File: src/rtl/link_uart.sv
// link_uart: full-duplex UART behind the SB (data) / SC (control-status) bus registers, internal baud generator.
// Latency: reads land on outdata 1 cycle after load; UART_TX drops on the edge that accepts the start store.
// Backpressure: none; an SC start is ignored while TX is busy, an unread RX byte is overwritten and overrun set.
// Optional feature: define LINK_PARITY_EN for an even-parity bit on TX and RX (SC bit3 = parity_err).
module link_uart #(
   parameter int unsigned CLOCK_DIV = 36,
   parameter int unsigned DATA_BITS = 8,
   parameter logic [15:0] SB_ADDR   = 16'hff01,
   parameter logic [15:0] SC_ADDR   = 16'hff02
) (
   input  logic        clock,
   input  logic        reset,
   input  logic [15:0] address,
   input  logic [7:0]  indata,
   output logic [7:0]  outdata,
   input  logic        load,
   input  logic        store,
   output logic        irq,
   input  logic        UART_RX,
   output logic        UART_TX
);
   localparam int unsigned CW = $clog2(CLOCK_DIV);
   localparam int unsigned BW = $clog2(DATA_BITS);
   localparam logic [CW-1:0] CNT_LAST = CW'(CLOCK_DIV - 1);
   localparam logic [CW-1:0] CNT_HALF = CW'(CLOCK_DIV / 2 - 1);
   localparam logic [BW-1:0] BIT_LAST = BW'(DATA_BITS - 1);

   typedef enum logic [2:0] {TX_IDLE, TX_START, TX_DATA, TX_PARITY, TX_STOP} tx_state_e;
   typedef enum logic [2:0] {RX_IDLE, RX_START, RX_DATA, RX_PARITY, RX_STOP, RX_WAIT_HIGH} rx_state_e;

   // Transmit side
   tx_state_e              tx_state_q, tx_state_d;
   logic [CW-1:0]          tx_cnt_q, tx_cnt_d;
   logic [BW-1:0]          tx_bit_q, tx_bit_d;
   logic [DATA_BITS-1:0]   tx_shift_q, tx_shift_d;
   logic [DATA_BITS-1:0]   tx_data_q, tx_data_d;
   logic                   tx_line_q, tx_line_d;
   logic                   tx_end;

   // Receive side
   logic                   rx_meta_q, rx_meta_d;
   logic                   rx_sync_q, rx_sync_d;
   logic                   rx_last_q, rx_last_d;
   rx_state_e              rx_state_q, rx_state_d;
   logic [CW-1:0]          rx_cnt_q, rx_cnt_d;
   logic [BW-1:0]          rx_bit_q, rx_bit_d;
   logic [DATA_BITS-1:0]   rx_shift_q, rx_shift_d;
   logic                   rx_fin_q, rx_fin_d;
   logic                   rx_ok_q, rx_ok_d;

   // Register file and bus
   logic [DATA_BITS-1:0]   rx_data_q, rx_data_d;
   logic                   rx_valid_q, rx_valid_d;
   logic                   overrun_q, overrun_d;
   logic                   frame_err_q, frame_err_d;
   logic [7:0]             outdata_q, outdata_d;
   logic                   irq_q, irq_d;
   logic                   sb_wr, sc_wr, sb_rd, sc_rd, bus_rd, tx_go, rx_good;
   logic [7:0]             status;

`ifdef LINK_PARITY_EN
   logic                   tx_par_q, tx_par_d;
   logic                   rx_par_q, rx_par_d;
   logic                   rx_perr_q, rx_perr_d;
   logic                   parity_err_q, parity_err_d;
`endif

   // Bus decode: store wins over load; a start is only taken when the transmitter is idle
   always_comb begin
      sb_wr  = store && (address == SB_ADDR);
      sc_wr  = store && (address == SC_ADDR);
      bus_rd = load && !store;
      sb_rd  = bus_rd && (address == SB_ADDR);
      sc_rd  = bus_rd && (address == SC_ADDR);
      tx_go  = sc_wr && indata[7] && (tx_state_q == TX_IDLE);
   end

   // TX FSM: start, data LSB-first, optional parity, stop; each bit held CLOCK_DIV cycles
   always_comb begin
      tx_state_d = tx_state_q;
      tx_cnt_d   = tx_cnt_q;
      tx_bit_d   = tx_bit_q;
      tx_shift_d = tx_shift_q;
      tx_line_d  = tx_line_q;
      tx_end     = 1'b0;
`ifdef LINK_PARITY_EN
      tx_par_d   = tx_par_q;
`endif
      if (tx_state_q == TX_IDLE) begin
         if (tx_go) begin
            // Snapshot tx_data so later SB writes only affect the next frame
            tx_state_d = TX_START;
            tx_cnt_d   = '0;
            tx_bit_d   = '0;
            tx_shift_d = tx_data_q;
            tx_line_d  = 1'b0;
`ifdef LINK_PARITY_EN
            tx_par_d   = ^tx_data_q;
`endif
         end
      end else if (tx_cnt_q != CNT_LAST) begin
         tx_cnt_d = tx_cnt_q + CW'(1);
      end else begin
         tx_cnt_d = '0;
         case (tx_state_q)
            TX_START: begin
               tx_state_d = TX_DATA;
               tx_line_d  = tx_shift_q[0];
            end
            TX_DATA: begin
               if (tx_bit_q != BIT_LAST) begin
                  tx_bit_d   = tx_bit_q + BW'(1);
                  tx_shift_d = tx_shift_q >> 1;
                  tx_line_d  = tx_shift_q[1];
               end else begin
`ifdef LINK_PARITY_EN
                  tx_state_d = TX_PARITY;
                  tx_line_d  = tx_par_q;
`else
                  tx_state_d = TX_STOP;
                  tx_line_d  = 1'b1;
`endif
               end
            end
            TX_PARITY: begin
               tx_state_d = TX_STOP;
               tx_line_d  = 1'b1;
            end
            TX_STOP: begin
               tx_state_d = TX_IDLE;
               tx_end     = 1'b1;
            end
            default: begin
               tx_state_d = TX_IDLE;
               tx_line_d  = 1'b1;
            end
         endcase
      end
   end

   // RX FSM: synchronise, detect falling edge, confirm start at half-bit, then sample once per bit
   always_comb begin
      rx_meta_d  = UART_RX;
      rx_sync_d  = rx_meta_q;
      rx_last_d  = rx_sync_q;
      rx_state_d = rx_state_q;
      rx_cnt_d   = rx_cnt_q;
      rx_bit_d   = rx_bit_q;
      rx_shift_d = rx_shift_q;
      rx_fin_d   = 1'b0;
      rx_ok_d    = rx_ok_q;
`ifdef LINK_PARITY_EN
      rx_par_d   = rx_par_q;
      rx_perr_d  = rx_perr_q;
`endif
      case (rx_state_q)
         RX_IDLE: begin
            if (rx_last_q && !rx_sync_q) begin
               rx_state_d = RX_START;
               rx_cnt_d   = '0;
            end
         end
         RX_START: begin
            if (rx_cnt_q != CNT_HALF) begin
               rx_cnt_d = rx_cnt_q + CW'(1);
            end else begin
               // Line back high at mid-start is a glitch: drop it silently
               rx_cnt_d   = '0;
               rx_bit_d   = '0;
               rx_state_d = rx_sync_q ? RX_IDLE : RX_DATA;
            end
         end
         RX_DATA: begin
            if (rx_cnt_q != CNT_LAST) begin
               rx_cnt_d = rx_cnt_q + CW'(1);
            end else begin
               rx_cnt_d   = '0;
               rx_shift_d = {rx_sync_q, rx_shift_q[DATA_BITS-1:1]};
               if (rx_bit_q != BIT_LAST) begin
                  rx_bit_d = rx_bit_q + BW'(1);
               end else begin
`ifdef LINK_PARITY_EN
                  rx_state_d = RX_PARITY;
`else
                  rx_state_d = RX_STOP;
`endif
               end
            end
         end
         RX_PARITY: begin
            if (rx_cnt_q != CNT_LAST) begin
               rx_cnt_d = rx_cnt_q + CW'(1);
            end else begin
               rx_cnt_d   = '0;
               rx_state_d = RX_STOP;
`ifdef LINK_PARITY_EN
               rx_par_d   = rx_sync_q;
`endif
            end
         end
         RX_STOP: begin
            if (rx_cnt_q != CNT_LAST) begin
               rx_cnt_d = rx_cnt_q + CW'(1);
            end else begin
               // Result is committed to the registers on the following edge
               rx_cnt_d   = '0;
               rx_fin_d   = 1'b1;
`ifdef LINK_PARITY_EN
               rx_perr_d  = (^rx_shift_q) ^ rx_par_q;
               rx_ok_d    = rx_sync_q && !((^rx_shift_q) ^ rx_par_q);
`else
               rx_ok_d    = rx_sync_q;
`endif
               rx_state_d = rx_sync_q ? RX_IDLE : RX_WAIT_HIGH;
            end
         end
         RX_WAIT_HIGH: begin
            if (rx_sync_q) rx_state_d = RX_IDLE;
         end
         default: rx_state_d = RX_IDLE;
      endcase
   end

   // Register updates, status flags, read mux and interrupt
   always_comb begin
      tx_data_d   = sb_wr ? indata[DATA_BITS-1:0] : tx_data_q;
      rx_good     = rx_fin_q && rx_ok_q;
      rx_data_d   = rx_good ? rx_shift_q : rx_data_q;
      // A read racing a completion returns the old byte, the new one stays valid
      rx_valid_d  = (rx_valid_q && !sb_rd) || rx_good;
      overrun_d   = (overrun_q && !sc_wr) || (rx_good && rx_valid_q && !sb_rd);
      frame_err_d = (frame_err_q && !sc_wr) || (rx_fin_q && !rx_ok_q);
      irq_d       = tx_end || rx_fin_q;
      status      = {tx_state_q != TX_IDLE, rx_valid_q, overrun_q, frame_err_q, 4'b0000};
`ifdef LINK_PARITY_EN
      parity_err_d = (parity_err_q && !sc_wr) || (rx_fin_q && rx_perr_q);
      status[3]    = parity_err_q;
`endif
      outdata_d = outdata_q;
      if (sb_rd) begin
         outdata_d = '0;
         outdata_d[DATA_BITS-1:0] = rx_data_q;
      end else if (sc_rd) begin
         outdata_d = status;
      end else if (bus_rd) begin
         outdata_d = '0;
      end
   end

   // State registers with synchronous reset
   always_ff @(posedge clock) begin
      if (reset) begin
         tx_state_q  <= TX_IDLE;
         tx_cnt_q    <= '0;
         tx_bit_q    <= '0;
         tx_shift_q  <= '0;
         tx_data_q   <= '0;
         tx_line_q   <= 1'b1;
         rx_meta_q   <= 1'b1;
         rx_sync_q   <= 1'b1;
         rx_last_q   <= 1'b1;
         rx_state_q  <= RX_IDLE;
         rx_cnt_q    <= '0;
         rx_bit_q    <= '0;
         rx_shift_q  <= '0;
         rx_fin_q    <= 1'b0;
         rx_ok_q     <= 1'b0;
         rx_data_q   <= '0;
         rx_valid_q  <= 1'b0;
         overrun_q   <= 1'b0;
         frame_err_q <= 1'b0;
         outdata_q   <= '0;
         irq_q       <= 1'b0;
`ifdef LINK_PARITY_EN
         tx_par_q     <= 1'b0;
         rx_par_q     <= 1'b0;
         rx_perr_q    <= 1'b0;
         parity_err_q <= 1'b0;
`endif
      end else begin
         tx_state_q  <= tx_state_d;
         tx_cnt_q    <= tx_cnt_d;
         tx_bit_q    <= tx_bit_d;
         tx_shift_q  <= tx_shift_d;
         tx_data_q   <= tx_data_d;
         tx_line_q   <= tx_line_d;
         rx_meta_q   <= rx_meta_d;
         rx_sync_q   <= rx_sync_d;
         rx_last_q   <= rx_last_d;
         rx_state_q  <= rx_state_d;
         rx_cnt_q    <= rx_cnt_d;
         rx_bit_q    <= rx_bit_d;
         rx_shift_q  <= rx_shift_d;
         rx_fin_q    <= rx_fin_d;
         rx_ok_q     <= rx_ok_d;
         rx_data_q   <= rx_data_d;
         rx_valid_q  <= rx_valid_d;
         overrun_q   <= overrun_d;
         frame_err_q <= frame_err_d;
         outdata_q   <= outdata_d;
         irq_q       <= irq_d;
`ifdef LINK_PARITY_EN
         tx_par_q     <= tx_par_d;
         rx_par_q     <= rx_par_d;
         rx_perr_q    <= rx_perr_d;
         parity_err_q <= parity_err_d;
`endif
      end
   end

   assign outdata = outdata_q;
   assign irq     = irq_q;
   assign UART_TX = tx_line_q;

endmodule
File: config.mk
export PLATFORM = sky130hd
export DESIGN_NAME = link_uart
export DESIGN_NICKNAME = d
export VERILOG_FILES = /design/src/rtl/link_uart.sv
export SDC_FILE = /design/constraint.sdc
export NUM_CORES = 1
export LEC_CHECK = 0
export CAP_MARGIN = 15
export CORE_MARGIN = 4
export CORE_UTILIZATION = 35
export DETAILED_ROUTE_END_ITERATION = 8
export HOLD_SLACK_MARGIN = 0.03
export PLACE_DENSITY_LB_ADDON = 0.08
export SLEW_MARGIN = 20
export SYNTH_ARGS = -nofsm -noshare
export SYNTH_HDL_FRONTEND = slang
export SYNTH_SLANG_ARGS = --single-unit
File: constraint.sdc
create_clock -name clock -period 4 [get_ports clock]
set_input_delay 1.2 -clock clock [delete_from_list [all_inputs] [get_ports clock]]
set_output_delay 1.2 -clock clock [all_outputs]
set_load 0.03 [all_outputs]
* Word level (Yosys, flattened, before mapping)
Index checks and enable logic that the tools add are counted.
** Storage, ports and cells
- Register bits :: 74
- Input bits :: 29
- Output and inout port bits :: 10
- Logic and storage cells :: 145
** Operators by class
- $add $sub $neg :: 4
- Equality and inequality tests :: 28
- Multiplexer cells :: 48
- Bitwise logic cells :: 2
- Reductions and logical operators :: 42
** Operators by type and width (count)
- $mux 8 :: 8
- $mux 3 :: 20
- $mux 6 :: 6
- $eq 16x16->1 const B :: 2
- $ne 2x2->1 const B :: 11
- $pmux 3 s6 :: 1
- $pmux 6 s3 :: 1
- $logic_and 1x1->1 :: 15
- $add 6x1->6 const B :: 2
- $eq 3x2->1 const B :: 4
- $ne 6x6->1 const B :: 2
- $eq 3x3->1 const B :: 3
- $ne 3x3->1 const B :: 3
- $pmux 3 s3 :: 1
- $reduce_bool 3->1 :: 3
- $mux 1 :: 8
- $reduce_and 4->1 :: 2
- $reduce_and 7->1 :: 1
- $add 3x1->3 const B :: 2
- $eq 3x1->1 const B :: 2
- $logic_not 3->1 :: 2
- $ne 6x5->1 const B :: 1
- $pmux 3 s2 :: 1
- $reduce_and 2->1 :: 3
- 9 further kinds :: 20

* Depth between registers and ports, before layout
Gate-level depths: netlist of the first run.
- Word-level depth :: 6
- Mapped depth :: 8

* Worst setup path after synthesis of the first run
No wires, ideal clock.
- Path kind :: input -> register
- Start :: in address[3]
- End :: reg tx_line_q, in the netlist UART_TX
- Library setup time :: 0.133 ns
- Arrival :: 3.017 ns
- Data required time :: 3.867 ns
- Path slack :: 0.851 ns
- Stages on the path :: 6
- Cells stage by stage :: or4_4 -> or3_4 -> or3_4 -> buf_6 -> a2111oi_1 -> a31oi_1
** Between the ends
- Longest elaborated chain between the ends :: 6
** RTL lines
- start, declared :: RTL line 13 : input logic [15:0] address,
- $eq 16x16->1 :: RTL line 71 : sc_wr = store && (address == SC_ADDR);
- $logic_and 1x1->1 :: RTL line 71
- $logic_and 1x1->1 (2 in series) :: RTL line 75 : tx_go = sc_wr && indata[7] && (tx_state_q == TX_IDLE);
- $ne 2x2->1 (no source line)
- $reduce_and 3->1 (no source line)
- end signal, assigned :: RTL line 286 : tx_line_q <= tx_line_d;
- end, declared :: RTL line 37 : logic tx_line_q, tx_line_d;
Every way passes these cells.
A chain may end at the register's enable or synchronous reset.

* Worst setup path after layout of the first run
Same ends and word-level chain as after synthesis.

==> results of run 1 <==
## per-stage QoR
stage               hold slack [ps]  power (W)
floorplan                       389   0.000818
global placement                393   0.000863
detailed placement              408   0.000864
CTS                             429    0.00146
global route                    456    0.00151
finish                          419    0.00144
## placed cells by master, fill, tap and decap left out, types with 3 or more instances in the layout
cell type	count
dfxtp_1	74
nand2_1	55
nor2_1	54
clkdlybuf4s50_1	37
a21oi_1	21
mux2i_1	20
nand3_1	16
a31oi_1	10
a22oi_1	9
o21ai_0	9
clkbuf_8	9
a311oi_1	8
ha_1	7
buf_4	7
nor2b_1	6
nand3b_1	6
a22o_1	5
and2_1	5
inv_1	4
nand2b_1	4
nor3_1	4
or2_2	4
nand4_1	3
nand4b_1	3
nor3b_1	3
or3_1	3
## logic make-up after synthesis
kind of cell / count (synthesis)
mux: 21
buf+inv: 27
compound gates: 77
fa+ha+maj: 7
flops: 74
simple gates: 177
## per-layer routing
metal / global-route usage / share of wire / up-vias
met2: 0.219 / 0.44 / 56
li1: - / - / 1427
met4: 0.0487 / 0.013 / 0
met3: 0.0432 / 0.047 / 11
met1: 0.192 / 0.50 / 1325
met5: 0 / 0 / -
## final cells by class
| cell class | instances | area [sq um] |
|---|---|---|
| Tap cell | 111 | 139 |
| Timing Repair Buffer | 45 | 428 |
| Clock buffer | 9 | 124 |
| Clock inverter | 7 | 76.3 |
| Fill cell | 971 | 5230 |
| Multi-Input combinational cell | 282 | 1700 |
| Inverter | 4 | 15.0 |
| Sequential cell | 74 | 1480 |
## final timing paths
check                    from          end  slack [ps]  cells after the start
hold / removal      rx_meta_q    rx_last_d         420                      1
hold reg to reg     rx_meta_q    rx_last_d         420                      1
setup reg to reg  rx_cnt_q[0]  rx_bit_q[0]        1630                      7
setup / recovery   address[3]      UART_TX         770                      6
## flip-flops by register name, indices dropped and copies added (netlist names), 3 cells and up
signal / flops
outdata: 8
rx_data_q: 8
rx_shift_q: 8
tx_data_q: 8
tx_shift_q: 8
rx_cnt_q: 6
tx_cnt_q: 6
rx_bit_q: 3
rx_state_q: 3
tx_bit_q: 3
tx_state_q: 3
## power breakdown
group	leakage, nW	switching [W]	internal [W]	total (W)
sequential	0.597	0.00000820	0.000742	0.000750
clock	0.0962	0.000300	0.000292	0.000592
combinational	0.795	0.0000507	0.0000452	0.0000959
## worst reg2reg max path, cell delays in order, from the launching register on
cell and delay (ps):
dfxtp_1 400, ha_1 240, nor4b_1 580, nand4b_1 170, buf_4 230, nor2_1 240, a311oi_1 130, a22o_1 270
==> run_results.csv, run 1 <==
group,metric,value,unit
run_status,status,"complete, no violations",
yosys,yosysWarningCount,0,
yosys,yosys.area_share.simple,0.261,
yosys,synth_compound_area_frac,0.165,
layout,fin_cells,532,
sta,worst_pin_slew,729,ps
floorplan,die-area,11000,sq um
grt,grt_pass1_vias,2727,
layout,area_delta_synth_final,20.3,%
floorplan,die_h,105,microns
yosys,syn_area,3290,sq um
layout,nNetsFinal,452,
yosys,syn-num-nets,419,
flow_run,maxCapViolCount,0,
setup_path,path_class,"in2reg",
floorplan,ios,39,
clock_tree,insertion_delay,350,ps
sta,slew_headroom,0.509,
route,ant_nets,0,
yosys,synth_area_leaders,"dfxtp_1, nand2_1, nor2_1",
placed_design,dp_cells,516,
yosys,synth_top_cell_area_share,0.450,
floorplan,rows,35,
sta,layout_setup_ws,769,ps
setup_path,cpMaxStageDelayCell,"or4_4",
yosys,yosys-top-cells-count,"dfxtp_1, nand2_1, nor2_1, a21oi_1",
route,drc,0,
setup_path,cp_slowest_stage_delay,540,ps
pwr,p_leak,1.49,nW
clock_tree,clock-sinks,74,
placed_design,gp_congestion,0.746,
yosys,synth_edf_count,0,
setup_path,crit_path_end_kind,"register",
layout,postLayoutCoreUtil,0.431,
floorplan,start_util,0.358,
layout,final_cell_area,3960,sq um
clock_tree,path_clk_slew,90,ps
pwr,powerDensity,363,nW/um^2
layout,diodes,0,
sta,setup_tns,0,ps
sta,hold_viol,0,
clock_tree,cts_max_path_buffers,2,
grt,grt_util_all_layers,0.143,
pwr,max-vdd-ir-drop,0.000245,V
clock_tree,cts_setup_buffers,0,
sta,fmaxAchievable,0.309,GHz
clock_tree,cts-htree-levels,3,
route,routed_wl,7600,microns
placed_design,hpwl,5220,microns
clock_tree,cts_tree,"built",
setup_path,crit_fanout,8,
route,drtIter0Drc,164,
setup_path,timing.critical_path.cells,"clkdlybuf4s50_1 > or4_4 > or3_4 > or3_4 > a2111oi_1 > a31oi_1",
route,vias,2819,
worst_hold_path,min-delay-path-class,"reg2reg",
setup_path,path_common_cell,"or3_4",
clock_tree,cts-root-buf,"clkbuf_8",
yosys,synth.distinct_cells,50,
yosys,postSynthCellCount,383,
yosys,async_reset_ff_frac,0,
setup_path,start_kind,"input pin",
route,wire_per_inst,14.3,microns
yosys,synth_top_flop_cell,"dfxtp_1",
grt,grt_pass1_wl,12900,microns
yosys,ys_seq_area_frac,0.450,
sta,rsz0062_at_grt,"no",
sta,setup_viol,0,
sta,clock_skew,10.3,ps
sta,maxSlewViolCount,0,
clock_tree,cts_resized,0,
floorplan,core_area,9200,sq um
yosys,synth_xor_area_frac,0,
yosys,synthAdderAreaFrac,0.0266,
clock_tree,hold_buffers,0,
setup_path,critical_path_arrival,3450,ps
sta,fin_crit,3230,ps
layout,drive_above_1_share,0.0855,
route,viasPerCell,5.30,
yosys,syn_area_per_cell,8.60,sq um
setup_path,required,4220,ps
setup_path,critical-path-top-delay-family,"simple AND/OR/NAND/NOR gates",
yosys,synthMuxAreaShare,0.0642,
yosys,ys_seq_elements,74,
clock_tree,cts-buffers-inserted,9,
setup_path,critical_path_buf_inv_count,1,
placed_design,portBuffers,38,
route,dr.pass1.iters,4,
placed_design,placed_cell_area,3760,sq um
yosys,yosysMostFrequentCell,"dfxtp_1",
yosys,synth_top_area_cell,"dfxtp_1",
placed_design,place_worst_setup_slack,420,ps
grt,grt_overflow,0,
sta,fin_crit_sh,0.808,
grt,grt_antenna_before_repair,0,
grt,grt_max_degree,40,
floorplan,die-width,105,microns
yosys,synth_top_family_by_area,"simple AND/OR/NAND/NOR gates",
Note: power is estimated with default switching activity, not from simulation.
==> run 2, diff against run 1 <==
==> constraint.sdc (replaced) <==
create_clock -name clock -period 2.7 [get_ports clock]
set_input_delay 0.81 -clock clock [delete_from_list [all_inputs] [get_ports clock]]
set_output_delay 0.81 -clock clock [all_outputs]
set_load 0.03 [all_outputs]
==> run_results.csv, run 2 (synthesis results as in run 1) <==
group,metric,value,unit
pwr,clockPowerShare,0.383,
pwr,switching_power,0.000528,W
layout,drive_above_1_share,0.117,
sta,maxSlewViolCount,0,
layout,area_delta_synth_final,24.2,%
pwr,powerDensity,498,nW/um^2
grt,grt_antenna_before_repair,0,
grt,grt_pass1_wl,12600,microns
placed_design,gp_congestion,0.791,
setup_path,crit_path_end_kind,"register",
sta,timing.hold.ws,409,ps
sta,fin_crit,2660,ps
sta,worst_pin_slew,678,ps
sta,fmaxAchievable,0.375,GHz
clock_tree,cts-buffers-inserted,9,
route,drtIter0Drc,173,
pwr,netSwitchingFraction,0.259,
pwr,p_leak,1.58,nW
route,viasPerCell,5.13,
pwr,pwr-share-seq,0.545,
setup_path,timing.rr.start,"rx_cnt_q[0]",
grt,grt_pass1_vias,2664,
placed_design,placed_cell_area,3870,sq um
route,routed_wl,7420,microns
worst_hold_path,hp-start,"rx_meta_q",
grt,grt_overflow,0,
clock_tree,insertion_delay,350,ps
layout,final_cell_area,4090,sq um
setup_path,reg2reg_slack,450,ps
layout,most-common-layout-cells,"dfxtp_1, nand2_1, nor2_1",
route,drc,0,
route,ant_nets,0,
layout,nNetsFinal,466,
sta,setup_viol,0,
flow_run,maxCapViolCount,0,
clock_tree,cts_tree,"built",
grt,grt_util_all_layers,0.139,
run_status,status,"complete, no violations",
layout,diodes,0,
layout,fin_cells,546,
pwr,max-vdd-ir-drop,0.000242,V
floorplan,die-width,105,microns
placed_design,portBuffers,38,
placed_design,hpwl,5230,microns
worst_hold_path,whs_path_depth,1,
clock_tree,cts-root-buf,"clkbuf_8",
clock_tree,clock-sinks,74,
pwr,comb_power_share,0.072,
sta,hold_viol,0,
pwr,p_int,0.00151,W
sta,clock_skew,22.1,ps
route,dr.pass1.iters,4,
route,vias,2802,
pwr,finalPower,0.00204,W
setup_path,critical_path_arrival,2880,ps
sta,setup_tns,0,ps
route,wire_per_inst,13.6,microns
floorplan,rows,35,
setup_path,required,2910,ps
grt,grt_max_degree,43,
layout,layout_commonest_cell,"dfxtp_1",
clock_tree,cts_max_path_buffers,2,
setup_path,r2r_cells,6,
floorplan,start_util,0.358,
worst_hold_path,hold_end,"rx_last_d",
worst_hold_path,min-delay-path-class,"reg2reg",
clock_tree,path_clk_slew,100,ps
setup_path,crit_fanout,5,
setup_path,start_kind,"input pin",
setup_path,rr_endpoint,"rx_bit_q[0]",
floorplan,die_h,105,microns
clock_tree,cts-htree-levels,3,
floorplan,die-area,11000,sq um
sta,fin_crit_sh,0.987,
layout,n_fill_cell,935,
setup_path,path_class,"in2reg",
floorplan,core_area,9200,sq um
sta,slew_headroom,0.543,
floorplan,ios,39,
placed_design,dp_cells,528,
## run 2: cell types whose count changed in the layout (fill, tap and decap cells not counted), moves of 2 or more
cell             delta
clkdlybuf4s50_1     -3
clkinv_2            +2
dlymetal6s2s_1      +3
buf_4              +13
a2111oi_4           +2
clkinvlp_4          -2
## run 2: how the worst max path moves through the flow
stage	start	to	slack, ps
finish	address[3]	UART_TX	40
detailed placement	address[3]	tx_state_q[1]	-390
global route	address[3]	UART_TX	-20
CTS	address[3]	UART_TX	6
floorplan	address[3]	UART_TX	20
global placement	address[3]	UART_TX	-350
## run 2: through the flow
| stage | setup slack (ps) | utilization |
|---|---|---|
| 3_3_place_gp | -351 | 0.421 |
| 3_5_place_dp | -389 | 0.421 |
| 5_1_grt | -17.2 | 0.445 |
| 2_1_floorplan | 18.9 | - |
| 6_report | 35.0 | 0.445 |
| 4_1_cts | 5.60 | 0.441 |
## run 2: area by class of cell
type | instances | area (sq um) | area share
inverter | 4 | 15.0 | 0.00367
clock buffer | 9 | 124 | 0.0303
clock inverter | 7 | 50.0 | 0.0122
sequential | 74 | 1480 | 0.362
timing repair buffer | 59 | 553 | 0.135
multi-input combinational | 282 | 1730 | 0.423
tap | 111 | 139 | 0.0339
## run 2: power by group through the flow
stage / Combinational, W / Sequential (W) / Clock [W]
6_report: 0.000146 / 0.00111 / 0.000781
2_1_floorplan: 0.0000793 / 0.00113 / 0
3_5_place_dp: 0.000148 / 0.00114 / 0
4_1_cts: 0.000149 / 0.00111 / 0.000811
3_3_place_gp: 0.000146 / 0.00114 / 0
5_1_grt: 0.000162 / 0.00111 / 0.000860
## run 2: critical path, cell delays in order
cell	delay [ps]
clkdlybuf4s50_1	400
or4_4	420
or3_4	430
or3_4	400
a2111oi_4	350
a31oi_1	70
## run 2: metal layers
layer,up-vias,routed length (microns),track usage
li1,1463,-,-
met1,1295,3850,0.190
met2,40,3230,0.209
met3,4,300,0.0463
met4,0,46,0.0394
met5,-,0,0
## run 2: timing repair
item,CTS,global route
setup buffers,0,2
pin swaps,2,4
hold buffers,0,0
setup endpoints to repair,2,2
resized for setup,1,4
==> run 3, diff against run 2 <==
--- a/config.mk
+++ b/config.mk
@@ -7,10 +7,11 @@
 export LEC_CHECK = 0
 export CAP_MARGIN = 15
 export CORE_MARGIN = 4
-export CORE_UTILIZATION = 35
+export CORE_UTILIZATION = 30
 export DETAILED_ROUTE_END_ITERATION = 8
 export HOLD_SLACK_MARGIN = 0.03
 export PLACE_DENSITY_LB_ADDON = 0.08
+export SKIP_CTS_REPAIR_TIMING = 1
 export SLEW_MARGIN = 20
 export SYNTH_ARGS = -nofsm -noshare
 export SYNTH_HDL_FRONTEND = slang
==> run_results.csv, run 3 (synthesis results as in run 1) <==
group,metric,value,unit
route,route.met3.wl,372,microns
sta,hold_viol,0,
route,dr.pass1.iters,4,
grt,grt_antenna_before_repair,0,
pwr,pwr-share-seq,0.545,
floorplan,die_h,113,microns
clock_tree,cts-root-buf,"clkbuf_8",
floorplan,ios,39,
clock_tree,cts_max_path_buffers,2,
route,drc,0,
setup_path,required,2920,ps
floorplan,start_util,0.313,
sta,worst_pin_slew,747,ps
setup_path,start_kind,"input pin",
clock_tree,cts-htree-levels,3,
floorplan,die-area,12700,sq um
clock_tree,path_clk_slew,80,ps
route,viasPerCell,4.94,
route,wire_per_inst,13.6,microns
placed_design,hpwl,5350,microns
setup_path,rr_endpoint,"rx_bit_q[0]",
pwr,max-vdd-ir-drop,0.000224,V
pwr,p_leak,1.58,nW
setup_path,critical_path_arrival,2730,ps
grt,grt_max_degree,74,
pwr,clockPowerShare,0.385,
grt,grt_pass1_wl,13400,microns
grt,grt_overflow,0,
setup_path,crit_path_end_kind,"register",
sta,rsz0062_at_grt,"no",
setup_path,timing.rr.start,"rx_cnt_q[0]",
layout,diodes,0,
sta,fin_crit_sh,0.931,
pwr,comb_power_share,0.071,
pwr,netSwitchingFraction,0.251,
layout,area_delta_synth_final,24.9,%
route,m1WireLength,4020,microns
sta,fin_crit,2510,ps
setup_path,reg2reg_slack,450,ps
sta,maxSlewViolCount,0,
sta,slew_headroom,0.497,
route,ant_nets,0,
pwr,powerDensity,496,nW/um^2
pwr,switching_power,0.000512,W
layout,drive_above_1_share,0.109,
route,vias,2800,
route,routed_wl,7730,microns
setup_path,crit_fanout,4,
sta,fmaxAchievable,0.398,GHz
setup_path,cp-startpoint,"address[5]",
placed_design,gp_congestion,0.735,
layout,most-common-layout-cells,"dfxtp_1, nand2_1, nor2_1",
sta,setup_tns,0,ps
clock_tree,clock-sinks,74,
layout,nNetsFinal,462,
placed_design,portBuffers,38,
clock_tree,insertion_delay,350,ps
clock_tree,cts-buffers-inserted,9,
setup_path,crit_end,"UART_TX",
sta,setup_viol,0,
pwr,p_int,0.00153,W
layout,postLayoutCoreUtil,0.391,
setup_path,r2r_cells,6,
sta,timing.hold.ws,417,ps
run_status,status,"complete, no violations",
grt,grt_util_all_layers,0.130,
route,drtIter0Drc,149,
layout,layout_commonest_cell,"dfxtp_1",
worst_hold_path,min-delay-path-class,"reg2reg",
clock_tree,cts_tree,"built",
route,topRoutingLayerUsed,"met4",
sta,clock_skew,9.76,ps
setup_path,path_class,"in2reg",
floorplan,die-width,113,microns
floorplan,rows,37,
floorplan,core_area,10500,sq um
layout,final_cell_area,4110,sq um
route,wl_met2,3230,microns
grt,grt_pass1_vias,2707,
flow_run,maxCapViolCount,0,
placed_design,placed_cell_area,3910,sq um
-- run 3: cell types whose count changed in the layout (fill, tap and decap cells not counted), moves of 2 or more --
cell	delta
buf_12	+2
buf_4	-6
clkinvlp_4	+2
inv_6	-3
-- run 3: area by class of cell --
type	count	area, sq um
inverter	4	15.0
timing repair buffer	55	551
clock buffer	10	138
clock inverter	6	42.5
tap	136	170
sequential	74	1480
multi-input combinational	282	1720
fill	1109	6390
-- run 3: critical path: stages --
cell and delay (ps):
dlymetal6s2s_1 120, or4_4 530, or3_4 420, or3_4 430
a2111oi_4 350, a31oi_1 70
-- run 3: worst min-delay path by stage --
stage | startpoint | to | slack, ps | cells past startpoint
3_3_place_gp | rx_meta_q | rx_last_d | 390 | 1
6_report | rx_meta_q | rx_last_d | 420 | 1
3_5_place_dp | rx_meta_q | rx_last_d | 400 | 1
2_1_floorplan | rx_meta_q | rx_last_d | 390 | 1
4_1_cts | rx_meta_q | rx_last_d | 420 | 1
5_1_grt | rx_meta_q | rx_last_d | 460 | 1
-- run 3: routing by layer --
metal  GRT usage  up-vias
met3      0.0487        8
met5           0        -
met1       0.186     1297
li1            -     1449
met2       0.179       46
met4      0.0409        0
-- run 3: power groups by stage --
stage                     Clock [W]  Combinational (W)  Sequential [W]
after floorplan                   0          0.0000793         0.00113
after global placement            0           0.000147         0.00114
after detailed placement          0           0.000148         0.00114
after CTS                  0.000827           0.000149         0.00111
after global routing       0.000882           0.000162         0.00111
final                      0.000785           0.000144         0.00111
-- run 3: stage by stage --
stage                     cells  total power (W)  setup WS, ps
after floorplan             383          0.00121          18.9
after global placement      551          0.00128          -351
after detailed placement    551          0.00128          -377
after CTS                   567          0.00209         -5.48
after global routing        567          0.00216           159
final                       567          0.00204           186
